`src/rtl/hazard_unit.sv`:
```
// hazard_unit: load-use stall, redirect flush, memory-wait hold, registered forwarding selects and hazard counters.
module hazard_unit #(
  parameter int CNT_W = 16,
  parameter int WAIT_MAX = 255
) (
  input  logic             clk,
  input  logic             reset,
  input  logic [4:0]       id_rs1,
  input  logic [4:0]       id_rs2,
  input  logic             id_use_rs1,
  input  logic             id_use_rs2,
  input  logic [4:0]       ex_rd,
  input  logic [4:0]       mem_rd,
  input  logic [4:0]       wb_rd,
  input  logic             ex_reg_write,
  input  logic             mem_reg_write,
  input  logic             wb_reg_write,
  input  logic             ex_mem_read,
  input  logic             ex_redirect,
  input  logic             dmem_req,
  input  logic             dmem_ready,
  output logic             pc_write,
  output logic             ifid_write,
  output logic             ifid_flush,
  output logic             stall,
  output logic             branch,
  output logic             hold,
  output logic             forward,
  output logic [1:0]       fwd_a,
  output logic [1:0]       fwd_b,
  output logic             mem_timeout,
  output logic [CNT_W-1:0] stall_cnt,
  output logic [CNT_W-1:0] flush_cnt,
  output logic [CNT_W-1:0] hold_cnt
);
  typedef enum logic {RUN, MEM_WAIT} state_t;
  localparam logic [CNT_W-1:0] WAIT_LAST = CNT_W'(WAIT_MAX - 1);
  state_t state, state_nx;
  logic [CNT_W-1:0] wait_cnt;
  logic ex_a, ex_b, mem_a, mem_b, wb_a, wb_b, load_use;
  logic [1:0] sel_a, sel_b;
  function automatic logic hit(input logic [4:0] rs, input logic [4:0] rd, input logic use_rs, input logic rw_n);
    return use_rs && rs == rd && rd != 5'd0 && !rw_n;
  endfunction
  function automatic logic [CNT_W-1:0] sat(input logic [CNT_W-1:0] c, input logic e);
    return (e && !(&c)) ? c + 1'b1 : c;
  endfunction
  // WB matches are resolved by regfile write-before-read, so they select the regfile
  always_comb begin
    ex_a = hit(id_rs1, ex_rd, id_use_rs1, ex_reg_write);
    ex_b = hit(id_rs2, ex_rd, id_use_rs2, ex_reg_write);
    mem_a = hit(id_rs1, mem_rd, id_use_rs1, mem_reg_write);
    mem_b = hit(id_rs2, mem_rd, id_use_rs2, mem_reg_write);
    wb_a = hit(id_rs1, wb_rd, id_use_rs1, wb_reg_write);
    wb_b = hit(id_rs2, wb_rd, id_use_rs2, wb_reg_write);
    load_use = ex_mem_read && (ex_a || ex_b);
    sel_a = (ex_a && !ex_mem_read) ? 2'b01 : mem_a ? 2'b10 : wb_a ? 2'b00 : 2'b00;
    sel_b = (ex_b && !ex_mem_read) ? 2'b01 : mem_b ? 2'b10 : wb_b ? 2'b00 : 2'b00;
    hold = (state == MEM_WAIT) ? !dmem_ready : dmem_req && !dmem_ready;
    branch = !hold && ex_redirect;
    stall = !hold && !ex_redirect && load_use;
    ifid_flush = branch;
    pc_write = !hold && !stall;
    ifid_write = pc_write;
    state_nx = hold ? MEM_WAIT : RUN;
  end
  assign forward = (|fwd_a) || (|fwd_b);
  always_ff @(posedge clk) begin
    if (reset) begin
      state <= RUN;
      fwd_a <= 2'b00;
      fwd_b <= 2'b00;
      stall_cnt <= '0;
      flush_cnt <= '0;
      hold_cnt <= '0;
      wait_cnt <= '0;
      mem_timeout <= 1'b0;
    end else begin
      state <= state_nx;
      if (!hold) begin
        fwd_a <= (stall || branch) ? 2'b00 : sel_a;
        fwd_b <= (stall || branch) ? 2'b00 : sel_b;
      end
      stall_cnt <= sat(stall_cnt, stall);
      flush_cnt <= sat(flush_cnt, branch);
      hold_cnt <= sat(hold_cnt, hold);
      wait_cnt <= (state == MEM_WAIT) ? sat(wait_cnt, 1'b1) : '0;
      mem_timeout <= mem_timeout || (state == MEM_WAIT && wait_cnt >= WAIT_LAST);
    end
  end
endmodule

```
`config.mk`:
```
export PLATFORM = sky130hd
export DESIGN_NAME = hazard_unit
export DESIGN_NICKNAME = d
export VERILOG_FILES = /design/src/rtl/hazard_unit.sv
export SDC_FILE = /design/constraint.sdc
export NUM_CORES = 1
export LEC_CHECK = 0
export ABC_AREA = 1
export CORE_MARGIN = 10
export CORE_UTILIZATION = 45
export DETAILED_ROUTE_END_ITERATION = 16
export PLACE_DENSITY = 0.73
export SYNTH_ARGS = -nofsm -noshare
export SYNTH_HDL_FRONTEND = slang
export SYNTH_SLANG_ARGS = --single-unit
export TNS_END_PERCENT = 1
```
`constraint.sdc`:
```
create_clock -name clk -period 2.55 [get_ports clk]
set_input_delay 0.6375 -clock clk [delete_from_list [all_inputs] [get_ports clk]]
set_output_delay 0.6375 -clock clk [all_outputs]
set_load 0.1 [all_outputs]
```
==> flow_summary_export.csv, run 1 <==
group,metric,value,unit
layout,drive_above_1_share,0.220,
sta,tns,0,ns
layout,final_cell_mix,"nand2_1, buf_4, nor2_1, inv_1, dfxtp_1",
worst_setup_path,start_kind,"input port",
power,cellPowerDensity,449,nW/um^2
status,run_status,"finished clean",
layout,layout_commonest_cell,"nand2_1",
synthesis,syn-num-nets,693,
worst_setup_path,cp.required,1.91,ns
routing,dr.pass1.iters,6,
sta,post-route-period-util,0.970,
routing,drt-wirelength-per-cell,13.6,um
power,ir_drop,228,uV
sta,skew,0.0238,ns
grt,overflow,0,
synthesis,yosysTopAreaCell,"dfxtp_1",
routing,ant_nets,0,
sta,max_slew_margin,0.738,
routing,via_count,4546,
placed_design,numPortBuffers,89,
synthesis,synthesis.instances,652,
run,maxCapViolCount,0,
synthesis,syn-cell-area,4200,um^2
floorplan,io_pins,96,
layout,instances_no_fill,888,
grt,grt_start_max_net_pins,29,
grt,grtUsageMet1,0.214,
synthesis,synth_warnings,0,
sta,max_freq,404,MHz
grt,track_usage,0.181,
sta,worst_slack,0.0768,ns
sta,setup_viol,0,
grt,grt_pass1_wl,20200,um
clocking,cts_tree,"done",
grt,grt.busiest_layer,"met2",
sta,period_minus_slack,2.47,ns
floorplan,std_cell_rows,35,
floorplan,start_util,0.459,
hold_path,hp-class,"flip-flop to flip-flop",
floorplan,die_x,117,um
synthesis,synth-seq-cells,70,
synthesis,synthDominantCellAreaShare,0.334,
synthesis,synth.distinct_cells,33,
layout,area_growth,32.2,%
grt,grtUsageMet2,0.299,
hold_path,hold_depth,2,
clocking,cts_buffers,9,
clocking,path_clk_slew,0.08,ns
floorplan,die_h,117,um
worst_setup_path,cp_data_arrival_time,1.84,ns
clocking,clockBufferDepth,2,
routing,drc_errors,0,
hold_path,hold_start,"mem_timeout$_SDFF_PP0_",
clocking,holdBufCountCts,0,
layout,num_antenna_cells,0,
placed_design,dp_slack,-0.325,ns
sta,drv_slew,0,
grt,grtUsageMet3,0.0606,
power,p_leak,2.35,nW
grt,antenna_found_initial,0,
routing,first_iter_violations,266,
worst_setup_path,r2r_cells,11,
placed_design,dp.cells,861,
synthesis,synthTopCellsByArea,"dfxtp_1, nand2_1, nor2_1",
clocking,htreeDepth,3,
sta,finalHoldViolCount,0,
floorplan,coreArea,9150,um^2
routing,detail_route.vias_per_cell,5.12,
clocking,cts_root_buf,"clkbuf_8",
placed_design,hpwlAfterDp,8980,um
grt,grt_pass1_vias,4385,
floorplan,die_area,13600,um^2
synthesis,avgSynthCellArea,6.44,um^2
synthesis,seq_area_frac_synth,0.334,
worst_setup_path,path_class,"input port to primary output",
routing,wl,12100,um
clocking,worstSkewPairLatency,0.36,ns
worst_setup_path,rr_startpoint,"flush_cnt[0]$_SDFFE_PP0P_",
worst_setup_path,crit_start,"ex_redirect",
layout,post-route-util,0.606,
clocking,clkSinkCount,70,
layout,nets,813,
worst_setup_path,critPathCaptureType,"primary output",
placed_design,gp_congestion,0.938,
sta,tightestPinTransition,0.393,ns
worst_setup_path,worstPathMaxFanout,3,
## per-layer routing
metal | wire length (um) | part of all wire
met2 | 5760 | 0.48
met5 | 0 | 0
met1 | 5280 | 0.44
met3 | 878 | 0.073
met4 | 169 | 0.014
## timing repair
action                                  CTS  global route
gates resized for setup                  39            30
endpoints found under the setup margin    3            19
gates cloned                              0             1
pin swaps                                14            15
buffers inserted                         10             1
## registers in the layout, indices dropped and copies added, names as in the netlist
| register | flops |
|---|---|
| hold_cnt | 16 |
| state | 1 |
| stall_cnt | 16 |
| fwd_b | 2 |
| fwd_a | 2 |
| wait_cnt | 16 |
| flush_cnt | 16 |
| mem_timeout | 1 |
## cell usage after synthesis
| cell | instances |
|---|---|
| a211oi_1 | 4 |
| a21oi_1 | 28 |
| a21oi_2 | 8 |
| a31oi_1 | 3 |
| and3_1 | 1 |
| buf_1 | 3 |
| buf_2 | 2 |
| buf_4 | 5 |
| buf_6 | 1 |
| clkbuf_1 | 2 |
| dfxtp_1 | 70 |
| ha_1 | 5 |
| inv_1 | 84 |
| inv_2 | 9 |
| nand2_1 | 167 |
| nand2_2 | 4 |
| nand3_1 | 44 |
| nand3_4 | 2 |
| nand3b_1 | 1 |
| nand4_1 | 28 |
| nor2_1 | 86 |
| nor2_2 | 2 |
| nor2_4 | 3 |
| nor3_1 | 20 |
| nor3_2 | 2 |
| nor3b_1 | 2 |
| nor4_1 | 3 |
| o211ai_1 | 1 |
| o21ai_0 | 25 |
| o21ai_1 | 5 |
| o22ai_1 | 4 |
| xnor2_1 | 15 |
| xor2_1 | 13 |
## kinds of logic (layout without fill, tap and decap cells)
logic type	Yosys count	after routing	share of synthesized area
simple gates	365	366	0.386
buf+inv	106	230	0.102
compound gates	78	78	0.105
flops	70	70	0.334
xor+xnor	28	28	0.0584
fa+ha+maj	5	5	0.0149
## stage by stage
step                hold slack, ns  instance area (um^2)  power, mW
finish                       0.497                  5550       2.49
global route                 0.525                  5550       2.58
CTS                          0.493                  5580       2.50
detailed placement           0.470                  5270       1.46
global placement             0.462                  5270       1.46
floorplan                    0.459                  4240       1.33
## final timing paths
path                          endpoint  slack (ns)
min             mem_timeout$_SDFF_PP0_        0.50
max                         ifid_write        0.08
max reg2reg  flush_cnt[6]$_SDFFE_PP0P_        0.59
min reg2reg     mem_timeout$_SDFF_PP0_        0.50
## power breakdown
group / internal [mW] / switching, mW
registers: 1.10 / 0.0101
clock network: 0.605 / 0.451
logic: 0.114 / 0.210
total: 1.82 / 0.671
## critical path: stages
cell             delay (ns)
clkdlybuf4s50_1        0.45
inv_1                  0.06
nand2_2                0.08
nor2_4                 0.05
nand2_4                0.06
clkinvlp_4             0.11
nor2_4                 0.18
buf_12                 0.19
## area by class of cell
type,instances,area [um^2]
Fill cell,844,3600
Multi-Input combinational cell,477,2440
Sequential cell,70,1400
Timing Repair Buffer,121,986
Inverter,93,353
Clock buffer,11,151
Tap cell,111,139
Clock inverter,5,81.3
(Power assumes the default switching activity.)
==> run 2, diff against run 1 <==
SLEW_MARGIN = 20   (was unset)
==> results of run 2 <==
Same layout as run 1: the final DEF is identical, and so are final timing and power.
==> run 3, diff against run 2 <==
clock period = 2.6 ns   (was 2.55 ns; I/O delays follow)
==> flow_summary_export.csv, run 3 (synthesized netlist as in run 1, its figures left out) <==
group,metric,value,unit
clocking,path_clk_slew,0.08,ns
clocking,cts_root_buf,"clkbuf_8",
floorplan,start_util,0.459,
routing,via_count,4666,
placed_design,dp.cells,865,
worst_setup_path,worstPathMaxFanout,4,
routing,wl_met2,5850,um
routing,drt-wirelength-per-cell,13.7,um
hold_path,hold_depth,2,
clocking,holdBufCountCts,0,
worst_setup_path,cp_data_arrival_time,1.92,ns
sta,worst_slack,0.0286,ns
sta,setup_viol,0,
floorplan,die_x,117,um
sta,max_slew_margin,0.730,
worst_setup_path,critPathCaptureType,"primary output",
sta,tightestPinTransition,0.405,ns
power,p_leak,2.38,nW
sta,drv_slew,0,
grt,grt_start_max_net_pins,29,
placed_design,numPortBuffers,89,
floorplan,io_pins,96,
status,run_status,"finished clean",
floorplan,coreArea,9150,um^2
grt,overflow,0,
layout,final_cell_mix,"nand2_1, buf_4, nor2_1, inv_1, dfxtp_1",
hold_path,hp-class,"flip-flop to flip-flop",
floorplan,die_h,117,um
sta,tns,0,ns
routing,drc_errors,0,
routing,detail_route.vias_per_cell,5.21,
routing,first_iter_violations,295,
grt,grt_pass1_wl,20500,um
clocking,worstSkewPairLatency,0.34,ns
sta,period_minus_slack,2.57,ns
layout,drive_above_1_share,0.235,
placed_design,hpwlAfterDp,8930,um
layout,area_growth,34.1,%
power,cellPowerDensity,414,nW/um^2
run,maxCapViolCount,0,
sta,max_freq,389,MHz
sta,post-route-period-util,0.989,
clocking,cts_tree,"done",
routing,met1_length,5300,um
routing,wl_met3,998,um
routing,ant_nets,0,
routing,wl,12300,um
worst_setup_path,path_class,"input port to primary output",
layout,layout_commonest_cell,"nand2_1",
sta,skew,0.0157,ns
layout,num_antenna_cells,0,
layout,instances_no_fill,895,
sta,finalHoldViolCount,0,
placed_design,dp_slack,-0.306,ns
clocking,htreeDepth,3,
grt,antenna_found_initial,0,
grt,grt_pass1_vias,4502,
routing,highest-signal-layer,"met4",
routing,dr.pass1.iters,5,
clocking,clockBufferDepth,2,
placed_design,gp_congestion,0.930,
layout,nets,820,
grt,track_usage,0.181,
worst_setup_path,r2r_cells,9,
floorplan,die_area,13600,um^2
clocking,clkSinkCount,70,
power,ir_drop,219,uV
worst_setup_path,start_kind,"input port",
floorplan,std_cell_rows,35,
worst_setup_path,cp.required,1.95,ns
clocking,cts_buffers,9,
-- run 3: cell count changes in the layout (fill, tap and decap cells not counted), moves of 2 or more --
| cell | before | now |
|---|---|---|
| inv_2 | 14 | 17 |
| nand2_1 | 163 | 160 |
| nor2_1 | 79 | 76 |
| nor2_4 | 7 | 10 |
| clkbuf_2 | 12 | 9 |
| nand2_2 | 7 | 9 |
| buf_4 | 85 | 93 |
| inv_1 | 78 | 75 |
| dlygate4sd2_1 | 3 | 6 |
-- run 3: path summary, 6_finish.rpt --
kind	start	to	slack, ns
min	flush_cnt[11]$_SDFFE_PP0P_	flush_cnt[11]$_SDFFE_PP0P_	0.50
max	ex_rd[2]	pc_write	0.03
min reg2reg	flush_cnt[11]$_SDFFE_PP0P_	flush_cnt[11]$_SDFFE_PP0P_	0.50
max reg2reg	stall_cnt[0]$_SDFFE_PP0P_	stall_cnt[15]$_SDFFE_PP0P_	0.61
-- run 3: metrics by stage --
| step | power [mW] | hold slack (ns) | area [um^2] | util |
|---|---|---|---|---|
| after floorplan | 1.30 | 0.459 | 4240 | - |
| after global placement | 1.43 | 0.470 | 5300 | 0.579 |
| after detailed placement | 1.44 | 0.484 | 5300 | 0.579 |
| after CTS | 2.33 | 0.503 | 5600 | 0.612 |
| after global routing | 2.43 | 0.522 | 5630 | 0.615 |
| final | 2.33 | 0.497 | 5630 | 0.615 |
-- run 3: cell type report --
| type | count | area [um^2] |
|---|---|---|
| well taps | 111 | 139 |
| clock inverters | 5 | 58.8 |
| repair buffers | 129 | 1060 |
| clock buffers | 11 | 141 |
| flip-flops and latches | 70 | 1400 |
| multi-input cells | 476 | 2470 |
| fillers | 819 | 3520 |
| inverters | 93 | 353 |
-- run 3: repair_timing --
action	in CTS	in global routing
gates resized for setup	36	40
pin swaps	13	10
buffers inserted	14	0
endpoints found under the setup margin	3	5
-- run 3: layer usage --
layer,track usage,up-vias
met5,0,-
met4,0.0585,0
met2,0.291,133
met3,0.0586,13
met1,0.224,2163
li1,-,2357
-- run 3: power by group --
| part | switching, mW | internal, mW | leakage [nW] |
|---|---|---|---|
| Combinational | 0.221 | 0.133 | 1.72 |
| Clock | 0.419 | 0.470 | 0.0955 |
| Sequential | 0.00948 | 1.08 | 0.565 |
| Total | 0.650 | 1.68 | 2.38 |
-- run 3: worst max-delay path, cell delays in order --
cell and delay [ns]:
clkbuf_2 0.12, nor2_4 0.13, nand2_4 0.07, nor2_4 0.12
nor2_4 0.06, nand2_2 0.08, nand2_2 0.09, nand2_4 0.09
clkinvlp_4 0.11, nor2_4 0.19, buf_12 0.20
